File: src/rtl/fare_meter_pkg.sv
// Shared state encoding, display constants and default tariff for the fare meter.
// The saturating adder keeps every price update from wrapping past the display limit.
package fare_meter_pkg;

  typedef enum logic [1:0] {
    ST_IDLE = 2'd0,
    ST_RUN  = 2'd1,
    ST_HOLD = 2'd2
  } state_t;

  localparam logic [5:0] POINT_MASK = 6'b000100;

  localparam int unsigned DEF_DEBOUNCE_CYC = 999_999;
  localparam int unsigned DEF_M_PER_PULSE  = 1;
  localparam int unsigned DEF_BASE_FARE    = 1000;
  localparam int unsigned DEF_BASE_DIST    = 3000;
  localparam int unsigned DEF_STEP_FEE     = 20;
  localparam logic [31:0] DEF_MIN_CYC      = 32'd3_000_000_000;
  localparam int unsigned DEF_LOW_PULSES   = 50;
  localparam int unsigned DEF_WAIT_FEE     = 50;
  localparam int unsigned DEF_PRICE_MAX    = 999_999;

  function automatic logic [19:0] sat_add20(input logic [19:0] a,
                                            input logic [19:0] b,
                                            input logic [19:0] lim);
    logic [20:0] s;
    s = {1'b0, a} + {1'b0, b};
    return (s > {1'b0, lim}) ? lim : s[19:0];
  endfunction

endpackage

File: src/rtl/fare_meter_core_key_debounce.sv
// Trip key conditioner: 2-FF synchroniser, stability counter and a one-cycle pulse
// on each debounced press (high-to-low transition of the active-low key).
module key_debounce #(
  parameter int unsigned STABLE_CYC = 999_999
) (
  input  logic clk,
  input  logic rst_n,
  input  logic key_raw,
  output logic key_evt
);

  localparam int CW = $clog2(STABLE_CYC + 1);

  logic [1:0]    sync_reg;
  logic          stable_reg;
  logic [CW-1:0] cnt_reg;

  // The counter only runs while the synchronised level disagrees with the accepted one,
  // so any glitch shorter than STABLE_CYC restarts it from zero.
  always_ff @(posedge clk) begin
    if (!rst_n) begin
      sync_reg   <= 2'b11;
      stable_reg <= 1'b1;
      cnt_reg    <= '0;
      key_evt    <= 1'b0;
    end else begin
      sync_reg <= {sync_reg[0], key_raw};
      key_evt  <= 1'b0;
      if (sync_reg[1] == stable_reg) begin
        cnt_reg <= '0;
      end else if (cnt_reg == CW'(STABLE_CYC - 1)) begin
        cnt_reg    <= '0;
        stable_reg <= sync_reg[1];
        key_evt    <= stable_reg;
      end else begin
        cnt_reg <= cnt_reg + CW'(1);
      end
    end
  end

endmodule

File: src/rtl/fare_meter_core.sv
// Fare engine: wheel-pulse distance, waiting-minute timer and trip FSM producing the
// displayed price in fen plus display enables and status LEDs.
module fare_meter_core
  import fare_meter_pkg::*;
#(
  parameter int unsigned DEBOUNCE_CYC = DEF_DEBOUNCE_CYC,
  parameter int unsigned M_PER_PULSE  = DEF_M_PER_PULSE,
  parameter int unsigned BASE_FARE    = DEF_BASE_FARE,
  parameter int unsigned BASE_DIST    = DEF_BASE_DIST,
  parameter int unsigned STEP_FEE     = DEF_STEP_FEE,
  parameter logic [31:0] MIN_CYC      = DEF_MIN_CYC,
  parameter int unsigned LOW_PULSES   = DEF_LOW_PULSES,
  parameter int unsigned WAIT_FEE     = DEF_WAIT_FEE,
  parameter int unsigned PRICE_MAX    = DEF_PRICE_MAX
) (
  input  logic        sys_clk,
  input  logic        sys_rst_n,
  input  logic        pulse_port,
  input  logic        stat_port,
  output logic [19:0] price,
  output logic [5:0]  point,
  output logic        seg_en,
  output logic        sign,
  output logic        stat_led,
  output logic        dist_led
);

  localparam int PCW = $clog2(LOW_PULSES + 1);

  state_t          state_reg;
  logic [2:0]      wheel_sync_reg;
  logic [19:0]     dist_reg;
  logic [7:0]      m100_reg;
  logic            step_pend_reg;
  logic [31:0]     min_cnt_reg;
  logic [PCW-1:0]  pulse_cnt_reg;

  logic            key_evt;
  logic            pulse_evt;
  logic [7:0]      m100_sum;
  logic [20:0]     dist_sum;
  logic [19:0]     dist_inc;
  logic            minute_wrap;
  logic            wait_hit;
  logic [19:0]     step_add;
  logic [19:0]     fee_add;

  key_debounce #(
    .STABLE_CYC (DEBOUNCE_CYC)
  ) u_key (
    .clk     (sys_clk),
    .rst_n   (sys_rst_n),
    .key_raw (stat_port),
    .key_evt (key_evt)
  );

  assign point     = POINT_MASK;
  assign sign      = 1'b0;
  // Bits [1:0] synchronise the pin; bit [2] remembers the previous synced level.
  assign pulse_evt = wheel_sync_reg[1] & ~wheel_sync_reg[2];

  always_comb begin
    m100_sum    = m100_reg + (pulse_evt ? 8'(M_PER_PULSE) : 8'd0);
    dist_sum    = {1'b0, dist_reg} + 21'(M_PER_PULSE);
    dist_inc    = dist_sum[20] ? 20'hFFFFF : dist_sum[19:0];
    minute_wrap = (min_cnt_reg == MIN_CYC - 32'd1);
    wait_hit    = minute_wrap && (pulse_cnt_reg < PCW'(LOW_PULSES));
    step_add    = step_pend_reg ? 20'(STEP_FEE) : 20'd0;
    fee_add     = step_add + (wait_hit ? 20'(WAIT_FEE) : 20'd0);
  end

  always_ff @(posedge sys_clk) begin
    if (!sys_rst_n) begin
      wheel_sync_reg <= 3'b000;
    end else begin
      wheel_sync_reg <= {wheel_sync_reg[1:0], pulse_port};
    end
  end

  always_ff @(posedge sys_clk) begin
    if (!sys_rst_n) begin
      state_reg     <= ST_IDLE;
      price         <= '0;
      seg_en        <= 1'b0;
      stat_led      <= 1'b0;
      dist_led      <= 1'b0;
      dist_reg      <= '0;
      m100_reg      <= '0;
      step_pend_reg <= 1'b0;
      min_cnt_reg   <= '0;
      pulse_cnt_reg <= '0;
    end else begin
      step_pend_reg <= 1'b0;
      case (state_reg)
        ST_IDLE: begin
          if (key_evt) begin
            state_reg     <= ST_RUN;
            price         <= 20'(BASE_FARE);
            seg_en        <= 1'b1;
            stat_led      <= 1'b1;
            dist_reg      <= '0;
            m100_reg      <= '0;
            min_cnt_reg   <= '0;
            pulse_cnt_reg <= '0;
          end
        end
        ST_RUN: begin
          if (pulse_evt) begin
            dist_reg <= dist_inc;
          end
          // A completed 100 m is charged on the next cycle via step_pend_reg.
          if (m100_sum >= 8'd100) begin
            m100_reg      <= m100_sum - 8'd100;
            dist_led      <= ~dist_led;
            step_pend_reg <= (dist_inc > 20'(BASE_DIST));
          end else begin
            m100_reg <= m100_sum;
          end
          if (minute_wrap) begin
            min_cnt_reg   <= '0;
            pulse_cnt_reg <= PCW'(pulse_evt);
          end else begin
            min_cnt_reg <= min_cnt_reg + 32'd1;
            if (pulse_evt && (pulse_cnt_reg != PCW'(LOW_PULSES))) begin
              pulse_cnt_reg <= pulse_cnt_reg + PCW'(1);
            end
          end
          price <= sat_add20(price, fee_add, 20'(PRICE_MAX));
          if (key_evt) begin
            state_reg <= ST_HOLD;
            stat_led  <= 1'b0;
          end
        end
        ST_HOLD: begin
          // Only a step charge already earned on the last RUN cycle may still land here.
          if (key_evt) begin
            state_reg <= ST_IDLE;
            price     <= '0;
            seg_en    <= 1'b0;
          end else begin
            price <= sat_add20(price, step_add, 20'(PRICE_MAX));
          end
        end
        default: begin
          state_reg <= ST_IDLE;
          price     <= '0;
          seg_en    <= 1'b0;
          stat_led  <= 1'b0;
        end
      endcase
    end
  end

endmodule

File: config.mk
export PLATFORM = sky130hd
export DESIGN_NAME = fare_meter_core
export DESIGN_NICKNAME = d
export VERILOG_FILES = /design/src/rtl/fare_meter_pkg.sv /design/src/rtl/fare_meter_core_key_debounce.sv /design/src/rtl/fare_meter_core.sv
export SDC_FILE = /design/constraint.sdc
export NUM_CORES = 1
export LEC_CHECK = 0
export ABC_CLOCK_PERIOD_IN_PS = 9000
export BUFFER_PORTS_ARGS = -buffer_cell sky130_fd_sc_hd__buf_2
export CAP_MARGIN = 20
export CORE_UTILIZATION = 43
export CTS_BUF_LIST = sky130_fd_sc_hd__clkbuf_16
export DETAILED_ROUTE_END_ITERATION = 16
export GPL_TIMING_DRIVEN = 0
export PLACE_DENSITY = 0.66
export SLEW_MARGIN = 5
export SYNTH_ARGS = -nofsm -noshare
export SYNTH_HDL_FRONTEND = slang
export SYNTH_SLANG_ARGS = --single-unit
File: constraint.sdc
create_clock -name sys_clk -period 9 [get_ports sys_clk]
set_clock_uncertainty 0.05 [all_clocks]
set_input_delay 2.7 -clock sys_clk [delete_from_list [all_inputs] [get_ports sys_clk]]
set_output_delay 2.7 -clock sys_clk [all_outputs]
set_load 0.005 [all_outputs]
==> PnR_summary.wiki, run 1 <==
{| class="wikitable"
! Metric !! Value
|-
| Slew HR || 25.63%
|-
| Fraction of the mapped netlist area in compound gates || 22.24%
|-
| Hold/Removal Path Class || reg -> reg
|-
| Area share of xor/xnor cells in the synthesized design || 7.601%
|-
| Combinational family with the most area after synthesis || simple AND/OR/NAND/NOR gates
|-
| Detailed-route wire length per cell || 17.08 µm
|-
| Final core area utilization || 50.21%
|-
| Critical path required time || 9.32 ns
|-
| Reg2Reg Depth || 17
|-
| Share of synthesized flip-flops with an asynchronous set or reset || 0%
|-
| Power per cell area || 142.5 mW/mm²
|-
| Sum of met2 wire segment lengths after detailed routing || 9975 µm
|-
| DIE WIDTH || 136.0 µm
|-
| Gate count of the mapped netlist || 1,027
|-
| Number of maximum-capacitance constraint violations || 0
|-
| CTS Buf Count || 17
|-
| Ys flop type || dfxtp_1
|-
| Reg-to-Reg End || price[18]
|-
| Sequential fraction of the synthesis area || 30.86%
|-
| Power share of the clock group || 55.7%
|-
| Met3 wirelength from detailed routing || 1416 µm
|-
| Area of the mapped netlist || 0.007720 mm²
|-
| Slowest stage delay, CP || 0.61 ns
|-
| Max FFs per register || 32
|-
| Critical path arrival || 5.96 ns
|-
| Filler instances || 1,719
|-
| Setup slack on the worst flop-to-flop path || 3.36 ns
|-
| M1 WL || 10,430 µm
|-
| Worst reg2reg path startpoint || min_cnt_reg[14]
|-
| Clock Sinks || 119
|-
| CTS tree || done
|-
| Setup repair after global routing missed its margin || false
|-
| IO buf count || 26
|-
| HPWL after DPL || 15,680 µm
|-
| Portion of the clock cycle consumed by the worst path in the final layout || 62.69%
|-
| Vias per inst || 5.980
|-
| Startpoint type of the worst setup path || register
|-
| Area share of the leading cell type in the synthesized netlist || 30.86%
|-
| Number of gates resized after cts || 0
|-
| Area of the die || 0.01849 mm²
|-
| Final antenna diode count || 0
|-
| Uppermost metal layer occupied by signal nets || met4
|-
| Relative contribution of sequential cells to total power || 42.6%
|-
| Maximum number of pins on one net before global-route repair || 17
|-
| Initial DRC Count || 782
|-
| Number of flops mapped to enable cells by yosys || 0
|-
| Distinct cell type count of the synthesized netlist || 84
|-
| Maximum vdd ir drop || 0.00008109 V
|-
| Top cells by count, synth || dfxtp_1, nor2_1, nand2_1
|-
| Final Worst Setup Slack || 3.358 ns
|-
| Total routed wirelength || 22,460 µm
|-
| Count of buffer and inverter cells on the critical path || 1
|-
| Final hold viol count || 0
|-
| DRC violation count after routing || 0
|-
| Internal Power || 0.9482 mW
|-
| Tmin final || 5.642 ns
|-
| Post-Synth Simple-Gate Area || 30.29%
|-
| Iteration count of the initial detailed-routing pass || 5
|-
| Clock insertion delay at the later pin of the skew report || 0.43 ns
|-
| Combinational Power Share || 1.8%
|-
| Leakage Power || 3.170 nW
|-
| CP max FO || 10
|-
| Switching component of the power || 0.2977 mW
|-
| GR Util All Layers || 25.07%
|-
| Cell-by-cell trace of the critical path || or4b_2, nor4_1, nand4_1, nor2_1, and2_1, ha_1, fa_1, nand4_1, a2111oi_2, xnor2_1, o2111a_1, nand3_1, o31ai_2, o41a_1, buf_4, a22o_2, o21a_1
|-
| Initial Util || 44.32%
|-
| Core Footprint || 0.01742 mm²
|-
| Worst slew pin tran || 1.107 ns
|-
| Final setup violation count || 0
|-
| Weighted congestion at the end of routability-driven global placement || 0.9496
|-
| Total number of H-tree levels || 4
|-
| First-pass GRT wire length || 36,380 µm
|-
| Worst Hold Launch || u_key.sync_reg[0]
|-
| Clock Tree Root || clkbuf_16
|-
| Hold-fix buffer count after cts || 0
|-
| Critical path's top delay family || simple AND/OR/NAND/NOR gates
|-
| Kind of end point of the critical path || register
|-
| Kind of critical path || reg -> reg
|-
| CP max-delay cell || or4b_2
|-
| Vias in the first global route || 7,109
|-
| Antenna violations before repair || 0
|-
| Average instance area after synthesis || 7.517 µm²
|-
| Fraction of the mapped netlist area in adder cells || 3.112%
|-
| Switch share || 23.89%
|-
| Number of placement rows || 48
|-
| Global route overflow || 0
|-
| Worst hold path cell count || 1
|-
| Maximum frequency from static timing analysis || 0.1772 GHz
|-
| Maximum count of clock buffers along a single path || 2
|-
| Nets || 1,099
|-
| Yosys warning total || 0
|-
| Mux cell area share after synthesis || 0.7942%
|-
| Number of vias after detailed routing || 7,864
|-
| Result of the run || completed
|-
| Final Max Tran Viols || 0
|-
| End point of the worst hold path || u_key.sync_reg[1]
|-
| Leading post-synthesis cells by cell area || dfxtp_1, nor2_1, a21oi_1, nand2_1, o21ai_0
|-
| Cell taking the most area after synthesis || dfxtp_1
|-
| Setup Total Neg Slack || 0 ns
|-
| Most used cell along the critical path || nand4_1
|-
| Clock transition at the register clock pins on the worst setup and hold paths after CTS || 0.06 ns
|-
| Number of routed nets with antenna violations || 0
|-
| Height of the die || 136.0 µm
|-
| Total area of multi-input combinational cells || 0.004970 mm²
|-
| Post-synthesis register bit count || 119
|-
| Area Growth Syn to Fin || 13.27%
|-
| Worst setup timing slack at the placement stage || 3.524 ns
|-
| Fraction of layout instances using a drive strength above 1 || 8.624%
|-
| Top Ports || 34
|-
| Post-CTS Setup Bufs || 0
|-
| Sequential Area || 0.002382 mm²
|}
## power by group through the flow
stage          clock network (mW)  registers, mW  logic (mW)
3_3_place_gp                    0          0.542      0.0216
6_report                    0.694          0.530      0.0219
2_1_floorplan                   0          0.541      0.0131
4_1_cts                     0.702          0.530      0.0217
5_1_grt                     0.726          0.530      0.0240
3_5_place_dp                    0          0.542      0.0216
## how the worst max path moves through the flow
| stage | endpoint | cells past startpoint | startpoint | slack [ns] |
|---|---|---|---|---|
| 3_3_place_gp | price[14] | 17 | min_cnt_reg[14] | 3.50 |
| 5_1_grt | price[5] | 17 | min_cnt_reg[14] | 3.04 |
| 6_report | price[18] | 17 | min_cnt_reg[14] | 3.36 |
| 3_5_place_dp | price[14] | 17 | min_cnt_reg[14] | 3.52 |
| 2_1_floorplan | price[8] | 16 | min_cnt_reg[14] | 4.40 |
| 4_1_cts | price[14] | 17 | min_cnt_reg[14] | 3.50 |
## placed cells by master (no fill, tap or decap), types with 5 or more instances in the layout
cell,count
nor2_1,119
dfxtp_1,119
nand2_1,91
a21oi_1,79
o21ai_0,65
clkbuf_1,51
nand3_1,49
nor3_1,40
xor2_1,37
buf_2,32
xnor2_1,30
and3_1,28
and2_1,24
nand4_1,24
a31oi_1,17
clkbuf_16,17
inv_1,16
ha_1,16
a311oi_1,12
nor4_1,11
nor2b_1,11
o21a_1,10
nand2b_1,10
or3_1,9
buf_1,8
a22oi_1,8
buf_4,8
and4_1,7
conb_1,7
o211ai_1,6
clkinv_4,6
or4_1,5
mux2i_1,5
a21o_1,5
o31a_1,5
inv_6,5
## area by class of cell
cell class | instances | area share, %
multi-input combinational | 822 | 56.83
sequential | 119 | 27.24
clock buffer | 17 | 4.865
buffer | 74 | 3.692
tap | 225 | 3.219
clock inverter | 15 | 1.932
timing repair buffer | 26 | 1.488
inverter | 17 | 0.7297
## metrics by stage
stage	power (mW)	hold WS, ns	instances	instance area [µm²]
after CTS	1.254	0.3687	1315	8745
after floorplan	0.5545	0.3363	1032	7739
final	1.246	0.3714	1315	8745
after detailed placement	0.5634	0.3551	1283	8150
after global routing	1.280	0.4111	1315	8745
after global placement	0.5634	0.3517	1283	8150
## metal layers
metal	global-route usage, %	vias to the layer above
li1	-	3819
met1	33.55	3719
met2	38.46	267
met3	4.996	59
met4	11.85	0
met5	0	-
## kinds of logic (layout without fill, tap and decap cells)
family,after synthesis,count (layout)
simple gates,459,459
compound gates,265,265
other cells,2,7
xor+xnor,67,67
buf+inv,91,149
flops,119,119
fa+ha+maj,18,18
mux,6,6
Note: power is estimated with default switching activity, not from simulation.
==> run 2, diff against run 1 <==
--- a/config.mk
+++ b/config.mk
@@ -5,14 +5,14 @@
 export SDC_FILE = /design/constraint.sdc
 export NUM_CORES = 1
 export LEC_CHECK = 0
-export ABC_CLOCK_PERIOD_IN_PS = 9000
+export ABC_CLOCK_PERIOD_IN_PS = 4700
 export BUFFER_PORTS_ARGS = -buffer_cell sky130_fd_sc_hd__buf_2
 export CAP_MARGIN = 20
 export CORE_UTILIZATION = 43
 export CTS_BUF_LIST = sky130_fd_sc_hd__clkbuf_16
 export DETAILED_ROUTE_END_ITERATION = 16
 export GPL_TIMING_DRIVEN = 0
-export PLACE_DENSITY = 0.66
+export PLACE_DENSITY = 0.68
 export SLEW_MARGIN = 5
 export SYNTH_ARGS = -nofsm -noshare
 export SYNTH_HDL_FRONTEND = slang
==> constraint.sdc (replaced) <==
create_clock -name sys_clk -period 4.7 [get_ports sys_clk]
set_clock_uncertainty 0.05 [all_clocks]
set_input_delay 1.41 -clock sys_clk [delete_from_list [all_inputs] [get_ports sys_clk]]
set_output_delay 1.41 -clock sys_clk [all_outputs]
set_load 0.005 [all_outputs]
==> PnR_summary.wiki, run 2 (synthesis results as in run 1) <==
{| class="wikitable"
! Metric !! Value
|-
| Result of the run || finished, violations left
|-
| Violated checks || setup timing
|-
| Combinational Power Share || 1.8%
|-
| Hold-fix buffer count after cts || 0
|-
| Critical path required time || 4.99 ns
|-
| IO buf count || 26
|-
| Total routed wirelength || 22,800 µm
|-
| Total number of H-tree levels || 4
|-
| Number of placement rows || 48
|-
| Kind of critical path || reg -> reg
|-
| Core Footprint || 0.01742 mm²
|-
| Post-route cell area || 0.009000 mm²
|-
| Area Growth Syn to Fin || 16.58%
|-
| Number of maximum-capacitance constraint violations || 0
|-
| Max FFs per register || 32
|-
| Iteration count of the initial detailed-routing pass || 6
|-
| Number of vias after detailed routing || 8,011
|-
| Maximum frequency from static timing analysis || 0.2098 GHz
|-
| Worst Hold Launch || u_key.sync_reg[0]
|-
| Critical path arrival || 5.05 ns
|-
| Total power after layout || 2.348 mW
|-
| Maximum count of clock buffers along a single path || 2
|-
| DIE WIDTH || 136.0 µm
|-
| Worst hold path cell count || 1
|-
| Worst slew pin tran || 1.196 ns
|-
| Final Worst Setup Slack || -0.06645 ns
|-
| Setup slack on the worst flop-to-flop path || -0.07 ns
|-
| Final setup violation count || 12
|-
| Vias in the first global route || 7,140
|-
| Clock Sinks || 119
|-
| Final Max Tran Viols || 0
|-
| Reg-to-Reg End || price[10]
|-
| Height of the die || 136.0 µm
|-
| Weighted congestion at the end of routability-driven global placement || 0.9602
|-
| Antenna violations before repair || 0
|-
| Cell area after placement || 0.008150 mm²
|-
| Leakage Power || 3.231 nW
|-
| Initial Util || 44.32%
|-
| HPWL after DPL || 15,520 µm
|-
| GR Util All Layers || 25.30%
|-
| Number of routed nets with antenna violations || 0
|-
| Vias per inst || 6.032
|-
| Portion of the clock cycle consumed by the worst path in the final layout || 101.4%
|-
| Fraction of layout instances using a drive strength above 1 || 11.60%
|-
| CP max FO || 6
|-
| Maximum vdd ir drop || 0.0002617 V
|-
| Nets || 1,112
|-
| Area of the die || 0.01849 mm²
|-
| Switching component of the power || 0.5458 mW
|-
| Startpoint type of the worst setup path || register
|-
| Clock insertion delay at the later pin of the skew report || 0.42 ns
|-
| Reg2Reg Depth || 18
|-
| Switch share || 23.25%
|-
| Final hold viol count || 0
|-
| Detailed-route wire length per cell || 17.17 µm
|-
| Power per cell area || 260.8 mW/mm²
|-
| DRC violation count after routing || 0
|-
| Worst reg2reg path startpoint || min_cnt_reg[15]
|-
| Internal Power || 1.802 mW
|-
| Hold/Removal Path Class || reg -> reg
|-
| Clock transition at the register clock pins on the worst setup and hold paths after CTS || 0.06 ns
|-
| Kind of end point of the critical path || register
|-
| End point of the worst hold path || u_key.sync_reg[1]
|-
| Maximum number of pins on one net before global-route repair || 17
|-
| CTS Buf Count || 17
|-
| Most used cells in the layout excluding fill and tap cells || nor2_1, dfxtp_1, nand2_1
|-
| Tmin final || 4.766 ns
|-
| Top Ports || 34
|-
| Most common library cell in the layout ignoring fill and taps || nor2_1
|-
| Relative contribution of sequential cells to total power || 43.2%
|-
| Setup repair after global routing missed its margin || true
|-
| Global route overflow || 0
|-
| First-pass GRT wire length || 36,490 µm
|-
| Initial DRC Count || 951
|-
| Final antenna diode count || 0
|-
| CTS tree || done
|-
| Slew HR || 19.65%
|-
| Clock Tree Root || clkbuf_16
|-
| Power share of the clock group || 55.0%
|}
-- run 2: cell types whose count changed in the layout (fill, tap and decap cells not counted), moves of 2 or more --
cell	delta
clkbuf_1	-2
buf_6	+4
buf_2	+2
clkinv_4	-3
clkinvlp_4	+6
and2_4	+3
and2_1	-3
buf_4	+9
dfxtp_1	-4
dfxtp_4	+3
a21oi_4	+2
inv_6	-4
-- run 2: critical path: stages (launching register included) --
cell and delay (ns):
dfxtp_4 0.35, or4b_4 0.55, nor4_4 0.21, nand4_1 0.14, buf_6 0.16, nor2_4 0.18
and2_4 0.19, ha_4 0.13, fa_2 0.21, nand4_1 0.12, buf_6 0.17, a2111oi_4 0.42
xnor2_1 0.19, o2111a_2 0.29, nand3_4 0.09, o41a_1 0.54, buf_6 0.18, or3_1 0.31
o211ai_1 0.19
-- run 2: what timing repair did --
action | CTS | global route
gates resized for setup | 21 | 19
endpoints found under the hold margin | 0 | 0
pin swaps | 9 | 23
buffers inserted | 7 | 6
setup endpoints to repair | 20 | 18
gates cloned | 1 | 0
-- run 2: layout make-up --
cell class                      instances  area [µm²]
Buffer                                 73       324.1
Clock buffer                           17       425.4
Clock inverter                         15       156.4
Fill cell                            1687        8417
Inverter                               17       63.81
Multi-Input combinational cell        822        5110
Sequential cell                       119        2395
Tap cell                              225       281.5
Timing Repair Buffer                   40       244.0
-- run 2: how the worst max path moves through the flow --
| stage | from | end | slack (ns) |
|---|---|---|---|
| floorplan | min_cnt_reg[14] | price[8] | 0.10 |
| global placement | min_cnt_reg[14] | price[14] | -0.74 |
| detailed placement | min_cnt_reg[14] | price[14] | -0.75 |
| CTS | min_cnt_reg[13] | price[10] | 0.05 |
| global route | min_cnt_reg[15] | price[3] | -0.17 |
| finish | min_cnt_reg[15] | price[10] | -0.07 |
-- run 2: power by group through the flow --
stage	registers (mW)	clock network, mW	logic (mW)
floorplan	1.04	0	0.0251
global placement	1.04	0	0.0421
detailed placement	1.04	0	0.0419
CTS	1.02	1.31	0.0422
global route	1.01	1.36	0.0458
finish	1.01	1.29	0.0424
-- run 2: per-layer routing --
| metal | GRT usage (%) | wire, µm | up-vias |
|---|---|---|---|
| met2 | 39.60 | 10220 | 361 |
| met4 | 10.19 | 564 | 0 |
| met3 | 6.376 | 1867 | 56 |
| met1 | 33.04 | 10150 | 3738 |
| li1 | - | - | 3856 |
| met5 | 0 | 0 | - |
-- run 2: metrics by stage --
| step | setup WS, ns | TNS [ns] | std cells | hold WS [ns] | util [%] |
|---|---|---|---|---|---|
| after floorplan | 0.1045 | 0 | 1032 | 0.3363 | - |
| after global routing | -0.1713 | -2.250 | 1328 | 0.3906 | 51.67 |
| after detailed placement | -0.7478 | -11.95 | 1283 | 0.3516 | 46.80 |
| final | -0.06645 | -0.3586 | 1328 | 0.3596 | 51.67 |
| after global placement | -0.7424 | -11.61 | 1283 | 0.3462 | 46.80 |
| after CTS | 0.04787 | 0 | 1323 | 0.3606 | 51.03 |
==> run 3, diff against run 2 <==
--- a/config.mk
+++ b/config.mk
@@ -5,6 +5,7 @@
 export SDC_FILE = /design/constraint.sdc
 export NUM_CORES = 1
 export LEC_CHECK = 0
+export ABC_AREA = 1
 export ABC_CLOCK_PERIOD_IN_PS = 4700
 export BUFFER_PORTS_ARGS = -buffer_cell sky130_fd_sc_hd__buf_2
 export CAP_MARGIN = 20
@@ -12,6 +13,7 @@
 export CTS_BUF_LIST = sky130_fd_sc_hd__clkbuf_16
 export DETAILED_ROUTE_END_ITERATION = 16
 export GPL_TIMING_DRIVEN = 0
+export HOLD_SLACK_MARGIN = 0.05
 export PLACE_DENSITY = 0.68
 export SLEW_MARGIN = 5
 export SYNTH_ARGS = -nofsm -noshare
==> PnR_summary.wiki, run 3 <==
{| class="wikitable"
! Metric !! Value
|-
| Cell taking the most area after synthesis || dfxtp_1
|-
| Core Footprint || 0.01802 mm²
|-
| Vias in the first global route || 7,446
|-
| Total routed wirelength || 21,270 µm
|-
| Tmin final || 4.363 ns
|-
| Leakage Power || 3.623 nW
|-
| Fraction of layout instances using a drive strength above 1 || 9.373%
|-
| Count of buffer and inverter cells on the critical path || 4
|-
| GR Util All Layers || 23.81%
|-
| Power per cell area || 263.1 mW/mm²
|-
| Most used cells in the layout excluding fill and tap cells || nand2_1, inv_1, dfxtp_1
|-
| Slowest stage delay, CP || 0.41 ns
|-
| Area Growth Syn to Fin || 13.06%
|-
| Post-route cell area || 0.008950 mm²
|-
| Area of the die || 0.01896 mm²
|-
| Hold-fix buffer count after cts || 0
|-
| Startpoint type of the worst setup path || register
|-
| Number of maximum-capacitance constraint violations || 0
|-
| CP max-delay cell || nor4_1
|-
| Final Max Tran Viols || 0
|-
| DRC violation count after routing || 0
|-
| Ys flop type || dfxtp_1
|-
| Global route overflow || 0
|-
| Sequential fraction of the synthesis area || 30.09%
|-
| Max FFs per register || 32
|-
| Final setup violation count || 0
|-
| Slew HR || 52.86%
|-
| Final antenna diode count || 0
|-
| Share of synthesized flip-flops with an asynchronous set or reset || 0%
|-
| Kind of end point of the critical path || register
|-
| CTS tree || done
|-
| Number of vias after detailed routing || 8,218
|-
| Filler instances || 1,846
|-
| First-pass GRT wire length || 35,400 µm
|-
| Number of placement rows || 49
|-
| Gate count of the mapped netlist || 1,260
|-
| Most common library cell in the layout ignoring fill and taps || nand2_1
|-
| Cell-by-cell trace of the critical path || clkbuf_1, nor4_1, nand3_1, nor3_1, nand3_1, nor2_2, inv_1, nor2_1, nor2_1, ha_1, nand2_1, inv_1, nand3_1, nand2_1, nand2_1, xor2_2, nand2_1, a21oi_4, nand2_2, buf_6, o21ai_2, nand2_1, nor2_1, nor2_1
|-
| Hold/Removal Path Class || reg -> reg
|-
| Finished Layout Cells || 1,552
|-
| Clock Tree Root || clkbuf_16
|-
| Critical path arrival || 4.60 ns
|-
| HPWL after DPL || 15,770 µm
|-
| Distinct cell type count of the synthesized netlist || 52
|-
| Portion of the clock cycle consumed by the worst path in the final layout || 92.84%
|-
| Average instance area after synthesis || 6.283 µm²
|-
| Critical path required time || 4.93 ns
|-
| Area of the mapped netlist || 0.007916 mm²
|-
| Final hold viol count || 0
|-
| Yosys warning total || 0
|-
| Result of the run || completed
|-
| Clock transition at the register clock pins on the worst setup and hold paths after CTS || 0.06 ns
|-
| Nets || 1,332
|-
| Initial Util || 43.92%
|-
| Worst slew pin tran || 0.7070 ns
|-
| Maximum vdd ir drop || 0.0002807 V
|-
| CTS Buf Count || 17
|-
| Setup Total Neg Slack || 0 ns
|-
| Antenna violations before repair || 0
|-
| DIE WIDTH || 137.7 µm
|-
| Final Worst Setup Slack || 0.3367 ns
|-
| Vias per inst || 5.295
|-
| Count leader, synth || nand2_1
|-
| Area share of the leading cell type in the synthesized netlist || 30.09%
|-
| Iteration count of the initial detailed-routing pass || 6
|-
| Leading post-synthesis cells by cell area || dfxtp_1, nand2_1, nand3_1, inv_1, nor2_1
|-
| Detailed-route wire length per cell || 13.70 µm
|-
| Most used cell along the critical path || nand2_1
|-
| Cell area after placement || 0.008352 mm²
|-
| Critical path's top delay family || simple AND/OR/NAND/NOR gates
|-
| Maximum number of pins on one net before global-route repair || 17
|-
| Post-synthesis register bit count || 119
|-
| Total power after layout || 2.355 mW
|-
| Total number of H-tree levels || 4
|-
| Placed insts || 1,520
|-
| Clock Sinks || 119
|-
| Maximum count of clock buffers along a single path || 2
|-
| Worst setup timing slack at the placement stage || 0.3037 ns
|-
| Clock insertion delay at the later pin of the skew report || 0.42 ns
|-
| Height of the die || 137.7 µm
|-
| Top cells by count, synth || nand2_1, inv_1, dfxtp_1
|-
| Weighted congestion at the end of routability-driven global placement || 0.9071
|-
| Maximum frequency from static timing analysis || 0.2292 GHz
|-
| Number of flops mapped to enable cells by yosys || 0
|-
| Final core area utilization || 49.65%
|-
| Number of routed nets with antenna violations || 0
|-
| Kind of critical path || reg -> reg
|-
| CP max FO || 10
|-
| IO buf count || 26
|-
| Initial DRC Count || 599
|-
| Top Ports || 34
|-
| Hold slack || 0.3612 ns
|}
## run 3: final timing paths
kind,from,slack (ns),cells after the start,endpoint
worst max register to register,min_cnt_reg[13],0.34,24,price[0]
worst min register to register,u_key.sync_reg[0],0.36,1,u_key.sync_reg[1]
worst max-delay path,min_cnt_reg[13],0.34,24,price[0]
worst min-delay path,u_key.sync_reg[0],0.36,1,u_key.sync_reg[1]
## run 3: layer usage
metal / GRT usage [%] / vias up / part of all wire [%]
li1: - / 4212 / -
met1: 31.09 / 3760 / 47
met2: 38.67 / 209 / 45
met3: 4.893 / 37 / 5.5
met4: 8.242 / 0 / 2.0
met5: 0 / - / 0
## run 3: cell families after synthesis
| logic type | count (synthesis) | share of synthesized area, % |
|---|---|---|
| AO/OA/AOI/OAI | 167 | 11.74 |
| XOR/XNOR | 42 | 4.647 |
| adder cells (fa/ha/maj) | 18 | 3.035 |
| buffers and inverters | 192 | 9.768 |
| flip-flops | 119 | 30.09 |
| other | 2 | 0.09487 |
| AND/OR/NAND/NOR | 720 | 40.62 |
## run 3: what timing repair did
item / in CTS / in global routing
endpoints found under the hold margin: 0 / 0
buffers inserted: 0 / 0
endpoints found under the setup margin: 0 / 13
gates resized for setup: 0 / 2
## run 3: area by class of cell
| class | count | area [µm²] | area share, % |
|---|---|---|---|
| Multi-Input combinational cell | 954 | 4790 | 53.52 |
| Clock inverter | 15 | 162.7 | 1.817 |
| Tap cell | 229 | 286.5 | 3.201 |
| Inverter | 146 | 548.0 | 6.123 |
| Buffer | 46 | 225.2 | 2.516 |
| Clock buffer | 17 | 425.4 | 4.753 |
| Timing Repair Buffer | 26 | 130.1 | 1.454 |
| Sequential cell | 119 | 2382 | 26.62 |
## run 3: where the power goes
part	switching [mW]	leakage, nW	internal, mW
clock	0.485	0.284	0.824
combinational	0.0241	2.38	0.00918
sequential	0.000921	0.959	1.01
